File: src/rtl/exec_alu_sequencer.sv
// exec_alu_sequencer: EX-stage ALU control decode with
// multi-cycle multiply sequencing, stall, flush and illegal flag.
package exec_alu_pkg;
  localparam logic [5:0] OP_RTYPE    = 6'h00;
  localparam logic [5:0] OP_JUMP     = 6'h02;
  localparam logic [5:0] OP_BEQ      = 6'h04;
  localparam logic [5:0] OP_MOV      = 6'h0F;
  localparam logic [5:0] OP_LDB      = 6'h20;
  localparam logic [5:0] OP_LDW      = 6'h23;
  localparam logic [5:0] OP_STB      = 6'h28;
  localparam logic [5:0] OP_STW      = 6'h2B;
  localparam logic [5:0] OP_TLBWRITE = 6'h30;
  localparam logic [5:0] OP_IRET     = 6'h31;

  localparam logic [5:0] FN_MUL = 6'h18;
  localparam logic [5:0] FN_ADD = 6'h20;
  localparam logic [5:0] FN_SUB = 6'h22;

  localparam int unsigned ALUOP_ADD  = 1;
  localparam int unsigned ALUOP_SUB  = 2;
  localparam int unsigned ALUOP_MOV  = 3;
  localparam int unsigned ALUOP_JUMP = 4;
  localparam int unsigned ALUOP_MUL  = 5;
endpackage

module exec_alu_sequencer #(
  parameter int MUL_LATENCY       = 4,
  parameter int ALUOP_W           = 5,
  parameter int EXCEPT_ON_UNKNOWN = 1
) (
  input  logic               clk,
  input  logic               rst_n,
  input  logic               in_valid,
  input  logic [5:0]         opcode,
  input  logic [5:0]         funct,
  input  logic               flush,
  output logic [ALUOP_W-1:0] aluop_out,
  output logic               out_valid,
  output logic               mul_start,
  output logic               stall_out,
  output logic               illegal_out
);
  import exec_alu_pkg::*;

  localparam int CW = $clog2(MUL_LATENCY + 1);

  typedef enum logic {IDLE, BUSY} state_e;

  state_e               state_q, state_d;
  logic [CW-1:0]        cnt_q, cnt_d;
  logic [ALUOP_W-1:0]   aluop_q, aluop_d;
  logic                 ov_q, ov_d;
  logic                 ms_q, ms_d;
  logic                 ill_q, ill_d;

  logic                 is_ls, is_hold;
  logic                 dec_ok, dec_hold, dec_mul;
  logic [ALUOP_W-1:0]   dec_op;

  assign is_ls = (opcode == OP_LDB) || (opcode == OP_LDW) ||
                 (opcode == OP_STB) || (opcode == OP_STW);
  assign is_hold = (opcode == OP_TLBWRITE) ||
                   (opcode == OP_IRET);

  // Opcode/funct decode into ALU op class
  always_comb begin
    dec_ok   = 1'b1;
    dec_hold = 1'b0;
    dec_mul  = 1'b0;
    dec_op   = aluop_q;
    unique case (1'b1)
      is_ls:                dec_op = ALUOP_W'(ALUOP_ADD);
      (opcode == OP_BEQ):   dec_op = ALUOP_W'(ALUOP_SUB);
      (opcode == OP_MOV):   dec_op = ALUOP_W'(ALUOP_MOV);
      (opcode == OP_JUMP):  dec_op = ALUOP_W'(ALUOP_JUMP);
      is_hold:              dec_hold = 1'b1;
      (opcode == OP_RTYPE): begin
        unique case (1'b1)
          (funct == FN_ADD): dec_op = ALUOP_W'(ALUOP_ADD);
          (funct == FN_SUB): dec_op = ALUOP_W'(ALUOP_SUB);
          (funct == FN_MUL): begin
            dec_op  = ALUOP_W'(ALUOP_MUL);
            dec_mul = 1'b1;
          end
          default:           dec_ok = 1'b0;
        endcase
      end
      default:              dec_ok = 1'b0;
    endcase
  end

  // Next-state and registered-output logic
  always_comb begin
    state_d = state_q;
    cnt_d   = cnt_q;
    aluop_d = aluop_q;
    ov_d    = 1'b0;
    ms_d    = 1'b0;
    ill_d   = 1'b0;
    if (flush) begin
      state_d = IDLE;
      cnt_d   = '0;
    end else begin
      unique case (state_q)
        IDLE: begin
          if (in_valid) begin
            if (dec_hold) begin
              ov_d = 1'b1;
            end else if (!dec_ok) begin
              ov_d  = 1'b1;
              ill_d = (EXCEPT_ON_UNKNOWN != 0);
            end else begin
              aluop_d = dec_op;
              if (dec_mul) begin
                ms_d = 1'b1;
                if (MUL_LATENCY > 1) begin
                  state_d = BUSY;
                  cnt_d   = CW'(MUL_LATENCY - 1);
                end else begin
                  ov_d = 1'b1;
                end
              end else begin
                ov_d = 1'b1;
              end
            end
          end
        end
        BUSY: begin
          cnt_d = cnt_q - CW'(1);
          if (cnt_q == CW'(1)) begin
            state_d = IDLE;
            ov_d    = 1'b1;
          end
        end
        default: state_d = IDLE;
      endcase
    end
  end

  // State and output registers
  always_ff @(posedge clk or negedge rst_n) begin
    if (!rst_n) begin
      state_q <= IDLE;
      cnt_q   <= '0;
      aluop_q <= '0;
      ov_q    <= 1'b0;
      ms_q    <= 1'b0;
      ill_q   <= 1'b0;
    end else begin
      state_q <= state_d;
      cnt_q   <= cnt_d;
      aluop_q <= aluop_d;
      ov_q    <= ov_d;
      ms_q    <= ms_d;
      ill_q   <= ill_d;
    end
  end

  assign aluop_out   = aluop_q;
  assign out_valid   = ov_q;
  assign mul_start   = ms_q;
  assign illegal_out = ill_q;
  assign stall_out   = (state_q == BUSY);

endmodule
File: config.mk
export PLATFORM = sky130hd
export DESIGN_NAME = exec_alu_sequencer
export DESIGN_NICKNAME = d
export VERILOG_FILES = /design/src/rtl/exec_alu_sequencer.sv
export SDC_FILE = /design/constraint.sdc
export NUM_CORES = 1
export LEC_CHECK = 0
export ABC_AREA = 1
export BUFFER_PORTS_ARGS = -buffer_cell sky130_fd_sc_hd__buf_2
export CORE_UTILIZATION = 38
export CTS_BUF_LIST = sky130_fd_sc_hd__clkbuf_2 sky130_fd_sc_hd__clkbuf_4 sky130_fd_sc_hd__clkbuf_8
export CTS_CLUSTER_SIZE = 10
export DETAILED_ROUTE_END_ITERATION = 10
export MAX_ROUTING_LAYER = met4
export PLACE_DENSITY = 0.66
export SLEW_MARGIN = 5
export SYNTH_ARGS = -nofsm -noshare
export SYNTH_HDL_FRONTEND = slang
export SYNTH_SLANG_ARGS = --single-unit
File: constraint.sdc
create_clock -name clk -period 1.2 [get_ports clk]
set_clock_uncertainty 0.1 [all_clocks]
set_input_delay 0.06 -clock clk [delete_from_list [all_inputs] [get_ports clk]]
set_output_delay 0.06 -clock clk [all_outputs]
set_load 0.01 [all_outputs]
==> results of run 1 <==
-- layer usage --
| metal | global-route usage (%) | wire, µm |
|---|---|---|
| met5 | - | 0 |
| met1 | 20.15 | 644 |
| met3 | 5.600 | 75 |
| met4 | 3.636 | 12 |
| met2 | 28.70 | 798 |
-- what timing repair did --
action / CTS / global route
setup buffers: 2 / 1
hold buffers: 2 / 0
resized for setup: 1 / 9
pin swaps: 1 / 8
endpoints found under the hold margin: 11 / 0
endpoints found under the setup margin: 3 / 8
-- synth_stat cells --
| library cell | count | area [µm²] |
|---|---|---|
| o21ai_1 | 4 | 20.02 |
| buf_4 | 2 | 15.01 |
| o21ai_0 | 1 | 5.000 |
| nor2_4 | 2 | 22.52 |
| conb_1 | 1 | 3.750 |
| o21a_1 | 1 | 7.510 |
| dfrtp_1 | 10 | 250.2 |
| nor3_1 | 1 | 5.000 |
| inv_2 | 2 | 7.510 |
| inv_1 | 14 | 52.55 |
| nand4_1 | 2 | 12.51 |
| nor2_1 | 16 | 60.06 |
| ha_1 | 2 | 25.02 |
| nor2_2 | 3 | 18.77 |
| nand2_2 | 3 | 18.77 |
| nand3_1 | 9 | 45.04 |
| nand2_1 | 23 | 86.33 |
| a21oi_1 | 3 | 15.01 |
| o32ai_1 | 1 | 8.760 |
| nand3_2 | 2 | 20.02 |
| xor2_1 | 1 | 8.760 |
-- cell families after synthesis --
family	share of synthesized area, %
and+or+nand+nor	40.81
adders and majority gates	3.533
AOI/OAI and AO/OA	7.950
buffers and inverters	10.60
DFF	35.34
other	0.5295
xor gates and xnor gates	1.237
-- metrics by stage --
step / utilization [%] / worst slack [ns] / instance area (µm²)
final: 55.05 / -0.06949 / 960.9
after global routing: 55.05 / -0.1526 / 960.9
after CTS: 52.97 / -0.04365 / 924.6
after detailed placement: 48.96 / -0.03724 / 854.6
after global placement: 48.96 / -0.006110 / 854.6
after floorplan: - / -0.03080 / 713.2
-- critical path, cell delays in order (launching register included) --
cell and delay [ns]:
dfrtp_2 0.41, inv_2 0.06, nand2_2 0.06, nor2_4 0.12, nand2_2 0.07, nor2_4 0.14
nand2_2 0.08, nand2_1 0.06, nand2_1 0.04
-- layout make-up --
cell class | instances | share of cell area, %
sequential | 10 | 26.17
timing repair buffer | 29 | 17.45
multi-input combinational | 76 | 43.75
inverter | 16 | 6.250
clock buffer | 4 | 3.125
tap | 25 | 3.255
-- where the power goes --
part           total, mW  switching (mW)  internal, mW
combinational      0.182           0.108        0.0747
clock              0.258           0.108         0.151
sequential         0.369         0.00979         0.359
total              0.809           0.225         0.584
-- flip-flops by register name, summed over array words and instances (netlist names) --
name	flops
out_valid	1
illegal_out	1
mul_start	1
cnt_q	3
stall_out	1
aluop_out	3
-- worst min path at each step --
stage                         from                       end  slack, ns  depth (start not counted)
after floorplan              rst_n  aluop_out[0]$_DFFE_PN0P_      -0.34                          0
after global placement       rst_n  aluop_out[1]$_DFFE_PN0P_      -0.18                          1
after detailed placement     rst_n  aluop_out[0]$_DFFE_PN0P_      -0.17                          1
after CTS                    flush      cnt_q[1]$_DFFE_PN0P_       0.01                          3
after global routing      in_valid      cnt_q[2]$_DFFE_PN0P_       0.04                          4
final                     in_valid      cnt_q[2]$_DFFE_PN0P_       0.04                          4
==> impl_metrics.ini, run 1 <==
[flow_run]
drv_cap = 0

[drt]
drtIter0Drc = 16
via_count = 735
wl_um = 1531
wire_per_inst_um = 9.569
antenna_left = 0
post-route-drc-count = 0
firstDrtPassIters = 4
via_per_inst = 4.594

[global_routing]
grt_max_degree = 11
antenna_found_initial = 0
grt_pass1_vias = 651
grt_pass1_wl_um = 2490
grtUsageTotal_pct = 17.22
grt_overflow_total = 0

[final_layout]
drive_gt1_share_pct = 38.52
final_cell_count_no_fill = 160
layout_commonest_cell = buf_2
final-seq-area_um2 = 251.5
area_delta_synth_final_pct = 35.69
n_antenna_cell = 0
fill_cells = 172
multi_input_area_um2 = 420.4
layout_common_cells = 22 x buf_2, 21 x nand2_1, 13 x inv_1, 13 x nor2_1
fin_nets = 154

[sta]
layout_setup_ws_ns = -0.06949
fin_crit_ns = 1.269
finalSetupViolations = 5
hold_viol = 0
holdWs_ns = 0.03706
grt_setup_unrepaired = yes
slew_viol_final = 0
fin_crit_sh_pct = 105.8
fmax_mhz = 787.7
tns_ns = -0.2405

[clock_tree]
cts.htree.levels = 1
path_clk_slew_ns = 0.07
clock-root-buffer = clkbuf_4
insertion_delay_ns = 0.27
clkSinkCount = 10
ctsLongestPathBuffers = 2
cts_buffers = 3
cts_tree = yes

[floorplan]
die_area_um2 = 2040
die_x_um = 45.17
start_util_pct = 40.57
rows = 15
core_um2 = 1745
pin_count = 25
die_height_um = 45.17

[worst_setup_path]
worstSetupPathType = reg2reg
required_ns = 1.25
r2r_cells = 8
critical_path.max_fanout = 4
startpoint = stall_out$_DFF_PN0_
r2r_setup_slack_ns = -0.07
end_kind = register
r2r_end = aluop_out[1]$_DFFE_PN0P_
crit_arrival_ns = 1.32
reg2reg_from = stall_out$_DFF_PN0_
start_kind = register
worstSetupEndpoint = aluop_out[1]$_DFFE_PN0P_

[logic_synthesis]
syn_area_um2 = 708.2
netlist_instances = 103
synth.avg_cell_area_um2 = 6.876
synth_warnings = 0
ys_seq_area_share_pct = 35.34
yosys.cell_types.count = 21
ys_ff_latch = 10

[power_and_ir_drop]
totalPowerFinal_mw = 0.8093
p_leak_nw = 0.5447
ir_drop_mv = 0.3810
p_per_area_nw_per_um2 = 842.2

[placed_design]
place_congestion = 0.8230
placed_cells = 151
io_buffers = 22
hpwl_um = 1194

[outcome]
violations = negative setup slack
status = finished with violations

[hold_path]
hp-class = in2reg
No activity file was read; power rests on OpenSTA's default activity.
==> inputs of run 2 (changes only) <==
- ABC_AREA: 1 -> default
- CAP_MARGIN: default -> 5
- PLACE_DENSITY: 0.66 -> 0.67
- TNS_END_PERCENT: default -> 1
==> run 2 against run 1 <==
Net effect:
- the flow finishes with violations (design-rule violations, negative setup slack)
- sequential share of layout area decreased by 0.27 points
- via count is 8.7% lower
- total power fell by 2.7%
- global-route usage grew 1.6 points
- first-iteration DRC count increased by 19%
- final cell count decreased by 21%
- register-to-register slack worse by 0.27 ns
- highest routed layer is now met3
==> impl_metrics.ini, run 2 <==
[logic_synthesis]
yosys_most_used_dff = dfrtp_1
yosys-top-cells-area = dfrtp_1 38%, mux2_2 5.2%, a21oi_1 4.6%
synth_edf_count = 0
synth.avg_cell_area_um2 = 9.234
async_reset_ff_share_pct = 100.0
netlist_instances = 71
yosysTopAreaCell = dfrtp_1
synth_warnings = 0
syn_area_um2 = 655.6
yosys.cell_types.count = 29
yosysMostFrequentCell = dfrtp_1
synth_commonest_cells = 10 x dfrtp_1, 6 x a21oi_1, 5 x nor2_1
synth.top_cell.area_share_pct = 38.17
ys_seq_area_share_pct = 38.17
ys_ff_latch = 10

[clock_tree]
clock-root-buffer = clkbuf_4
clkSinkCount = 10
ctsLongestPathBuffers = 2
cts.htree.levels = 1
cts_tree = yes
insertion_delay_ns = 0.26
cts_buffers = 3
path_clk_slew_ns = 0.06

[sta]
slew_viol_final = 0
grt_setup_unrepaired = yes
finalSetupViolations = 8
fin_crit_sh_pct = 128.4
fmax_mhz = 648.9
tns_ns = -1.261
layout_setup_ws_ns = -0.3410
hold_viol = 0
fin_crit_ns = 1.541

[final_layout]
fin_nets = 130
area_delta_synth_final_pct = 48.09
layout_common_cells = 22 x buf_2, 15 x buf_4, 9 x dfrtp_1
drive_gt1_share_pct = 51.35
n_antenna_cell = 0
layout_commonest_cell = buf_2

[worst_setup_path]
worstSetupPathType = reg2reg
critical_path.max_fanout = 3
required_ns = 1.24
path_cells = nor2_4 > nand2_2 > a211oi_2 > o31a_1 > mux2_2
start_kind = register
cp_slowest_cell = dfrtp_2
path_buf_inv = 0
crit_family = flip-flops
crit_arrival_ns = 1.58
end_kind = register
slowest_delay_ns = 0.44

[floorplan]
die_height_um = 43.54
start_util_pct = 42.05
core_um2 = 1559
die_area_um2 = 1895
pin_count = 25
rows = 14
die_x_um = 43.54

[drt]
post-route-drc-count = 6
firstDrtPassIters = 7
via_count = 671
via_per_inst = 5.283
drtIter0Drc = 19
antenna_left = 0
wl_um = 1555
wire_per_inst_um = 12.24

[outcome]
status = finished with violations
violations = design-rule violations, negative setup slack

[power_and_ir_drop]
p_leak_nw = 0.4547
p_per_area_nw_per_um2 = 810.8
totalPowerFinal_mw = 0.7872
ir_drop_mv = 0.7366

[placed_design]
place_congestion = 0.8810
place_ws_ns = -0.4350
hpwl_um = 1172
io_buffers = 22

[global_routing]
grt_pass1_vias = 634
grt_pass1_wl_um = 2559
grt_max_degree = 11
grt_overflow_total = 0
grtUsageTotal_pct = 18.81
antenna_found_initial = 0

[flow_run]
drv_cap = 0

[hold_path]
hp-class = in2reg
==> run 2: per-layer routing <==
| metal | up-vias | wire length, µm | global-route usage [%] |
|---|---|---|---|
| met2 | 23 | 791 | 28.79 |
| li1 | 341 | - | - |
| met1 | 307 | 659 | 23.62 |
| met5 | - | 0 | - |
| met3 | 0 | 103 | 6.250 |
| met4 | 0 | 0 | 5.625 |
==> run 2: cell type report <==
cell class,instances,area [µm²]
fill,128,588.1
multi-input combinational,54,411.6
sequential,10,251.5
timing repair buffer,39,242.7
clock buffer,4,30.03
tap,16,20.02
inverter,4,15.01
==> run 2: repair_timing <==
action | in CTS | in global routing
gates resized for setup | 3 | 5
setup buffers | 0 | 0
endpoints found under the setup margin | 8 | 8
pin swaps | 2 | 1
endpoints found under the hold margin | 11 | 0
hold buffers | 2 | 0
==> run 2: worst min-delay path, cell delays in order <==
cell and delay (ns):
buf_2 0.10, a21o_4 0.13, o32ai_1 0.07
==> run 2: logic make-up after synthesis <==
group / after synthesis / synth area share (%)
AO/OA/AOI/OAI: 19 / 18.70
AND/OR/NAND/NOR: 27 / 26.34
other: 1 / 0.5720
adder cells (fa/ha/maj): 2 / 3.816
multiplexers: 3 / 5.152
flip-flops: 10 / 38.17
buffers and inverters: 8 / 5.913
XOR/XNOR: 1 / 1.336
==> run 2: report_power, final <==
part           internal (mW)  leakage (nW)  switching [mW]
sequential             0.352         0.132         0.00533
combinational         0.0909         0.304          0.0840
clock                  0.151        0.0184           0.105
==> run 2: final timing paths <==
| path | end | cells after the start | startpoint | slack, ns |
|---|---|---|---|---|
| setup / recovery | aluop_out[1]$_DFFE_PN0P_ | 5 | stall_out$_DFF_PN0_ | -0.34 |
| hold / removal | cnt_q[2]$_DFFE_PN0P_ | 3 | in_valid | 0.05 |
| setup reg to reg | aluop_out[1]$_DFFE_PN0P_ | 5 | stall_out$_DFF_PN0_ | -0.34 |
| hold reg to reg | cnt_q[1]$_DFFE_PN0P_ | 1 | cnt_q[1]$_DFFE_PN0P_ | 0.39 |
| max in group asynchronous | stall_out$_DFF_PN0_ | 2 | rst_n | 0.70 |
| min in group asynchronous | cnt_q[2]$_DFFE_PN0P_ | 2 | rst_n | 0.10 |
==> run 2: per-stage QoR <==
step	hold slack [ns]	area (µm²)	utilization, %	instances
finish	0.04672	970.9	62.28	127
global route	0.04031	970.9	62.28	127
CTS	0.01886	949.7	60.91	127
detailed placement	-0.1702	884.6	56.74	121
global placement	-0.1740	884.6	56.74	121
floorplan	-0.3356	665.6	-	72
==> inputs of run 3 (changes only) <==
- ABC_AREA: default -> 1
- PLACE_DENSITY: 0.67 -> 0.66
==> run 3 against run 2 <==
Net effect:
- critical path type unchanged
- setup slack better by 0.27 ns
- sequential power up 3%
- the flow finishes with violations (negative setup slack)
- flip-flop and latch count unchanged
- maximum frequency up 21%
- final area down 2.7%
==> impl_metrics.ini, run 3 (synthesis results as in run 1) <==
[sta]
fin_crit_ns = 1.272
hold_viol = 0
tns_ns = -0.2051
finalSetupViolations = 4
fin_crit_sh_pct = 106.0
grt_setup_unrepaired = yes
slew_viol_final = 0
fmax_mhz = 786.5
layout_setup_ws_ns = -0.07154

[final_layout]
final_util_pct = 54.12
layout_commonest_cell = buf_2
multi_input_area_um2 = 411.6
fill_cells = 176
final_cell_count_no_fill = 159
n_antenna_cell = 0
layout_common_cells = 22 x buf_2, 21 x nand2_1, 15 x nor2_1
area_delta_synth_final_pct = 33.39
drive_gt1_share_pct = 35.07
fin_nets = 153
final-seq-area_um2 = 251.5

[worst_setup_path]
worstSetupPathType = reg2reg
cp_slowest_cell = dfrtp_2
critical_path.max_fanout = 4
end_kind = register
path_buf_inv = 1
start_kind = register
crit_top_cell = nand2_2
path_cells = inv_2 > nand2_2 > nor2_4 > nand2_2 > nor2_4 > nand2_2 > nand2_1 > nand2_1
slowest_delay_ns = 0.41
crit_family = simple AND/OR/NAND/NOR gates
crit_arrival_ns = 1.32
required_ns = 1.25

[global_routing]
antenna_found_initial = 0
grt_pass1_wl_um = 2442
grt_pass1_vias = 631
grtUsageTotal_pct = 16.80
grt_max_degree = 11
grt_overflow_total = 0

[placed_design]
io_buffers = 22
placed_cells = 151
hpwl_um = 1194
place_congestion = 0.8230

[drt]
via_count = 732
firstDrtPassIters = 4
via_per_inst = 4.604
wire_per_inst_um = 9.497
antenna_left = 0
wl_um = 1510
drtIter0Drc = 18
post-route-drc-count = 0

[clock_tree]
clock-root-buffer = clkbuf_4
cts_tree = yes
insertion_delay_ns = 0.27
cts_buffers = 3
clkSinkCount = 10
ctsLongestPathBuffers = 2
cts.htree.levels = 1
path_clk_slew_ns = 0.07

[floorplan]
start_util_pct = 40.57
die_area_um2 = 2040
die_x_um = 45.17
core_um2 = 1745
die_height_um = 45.17
pin_count = 25
rows = 15

[flow_run]
drv_cap = 0

[power_and_ir_drop]
totalPowerFinal_mw = 0.8057
p_leak_nw = 0.5362
p_per_area_nw_per_um2 = 852.9
ir_drop_mv = 0.3805

[hold_path]
hp-class = in2reg

[outcome]
status = finished with violations
violations = negative setup slack
## run 3: worst min-delay path, delay by kind of cell
kind / cells / cell delay [ns]
buffers and inverters: 1 / 0.15
AO/OA/AOI/OAI: 2 / 0.16
## run 3: metal layers
metal  track usage (%)  up-vias  share of wire, %
li1                  -      379                 -
met2             26.96       25                50
met1             20.39      326                43
met3             5.600        2               5.6
met4             3.636        0              0.79
met5                 -        -                 0
## run 3: path summary, 6_finish.rpt
kind                                          start                  endpoint  slack, ns  cells after the start
setup / recovery                stall_out$_DFF_PN0_  aluop_out[1]$_DFFE_PN0P_      -0.07                      8
hold / removal                                flush      cnt_q[1]$_DFFE_PN0P_       0.04                      3
setup reg to reg                stall_out$_DFF_PN0_  aluop_out[1]$_DFFE_PN0P_      -0.07                      8
hold reg to reg            aluop_out[0]$_DFFE_PN0P_  aluop_out[0]$_DFFE_PN0P_       0.36                      2
max in group asynchronous                     rst_n       stall_out$_DFF_PN0_       0.72                      2
min in group asynchronous                     rst_n     illegal_out$_DFF_PN0_       0.08                      2
## run 3: repair_timing
item,in CTS,in global routing
gates resized for setup,1,5
endpoints found under the setup margin,3,4
setup buffers,0,2
hold buffers,2,0
cloned,0,0
hold endpoints to repair,11,0
pin swaps,0,6
## run 3: per-stage QoR
stage / worst slack [ns] / hold WS [ns] / cell area (µm²)
finish: -0.07154 / 0.04383 / 944.7
global route: -0.1526 / 0.04967 / 944.7
CTS: -0.04628 / 0.009612 / 909.6
detailed placement: -0.03724 / -0.1726 / 854.6
global placement: -0.006110 / -0.1751 / 854.6
floorplan: -0.03080 / -0.3356 / 713.2
## run 3: power by group
part / internal, mW / total, mW / switching [mW]
registers: 0.359 / 0.369 / 0.00982
clock network: 0.151 / 0.259 / 0.108
logic: 0.0726 / 0.178 / 0.105
## run 3: area by class of cell
type | count | share of cell area [%]
clock buffer | 4 | 3.179
inverter | 16 | 6.358
multi-input combinational | 76 | 43.58
sequential | 10 | 26.62
tap | 25 | 3.311
timing repair buffer | 28 | 16.95
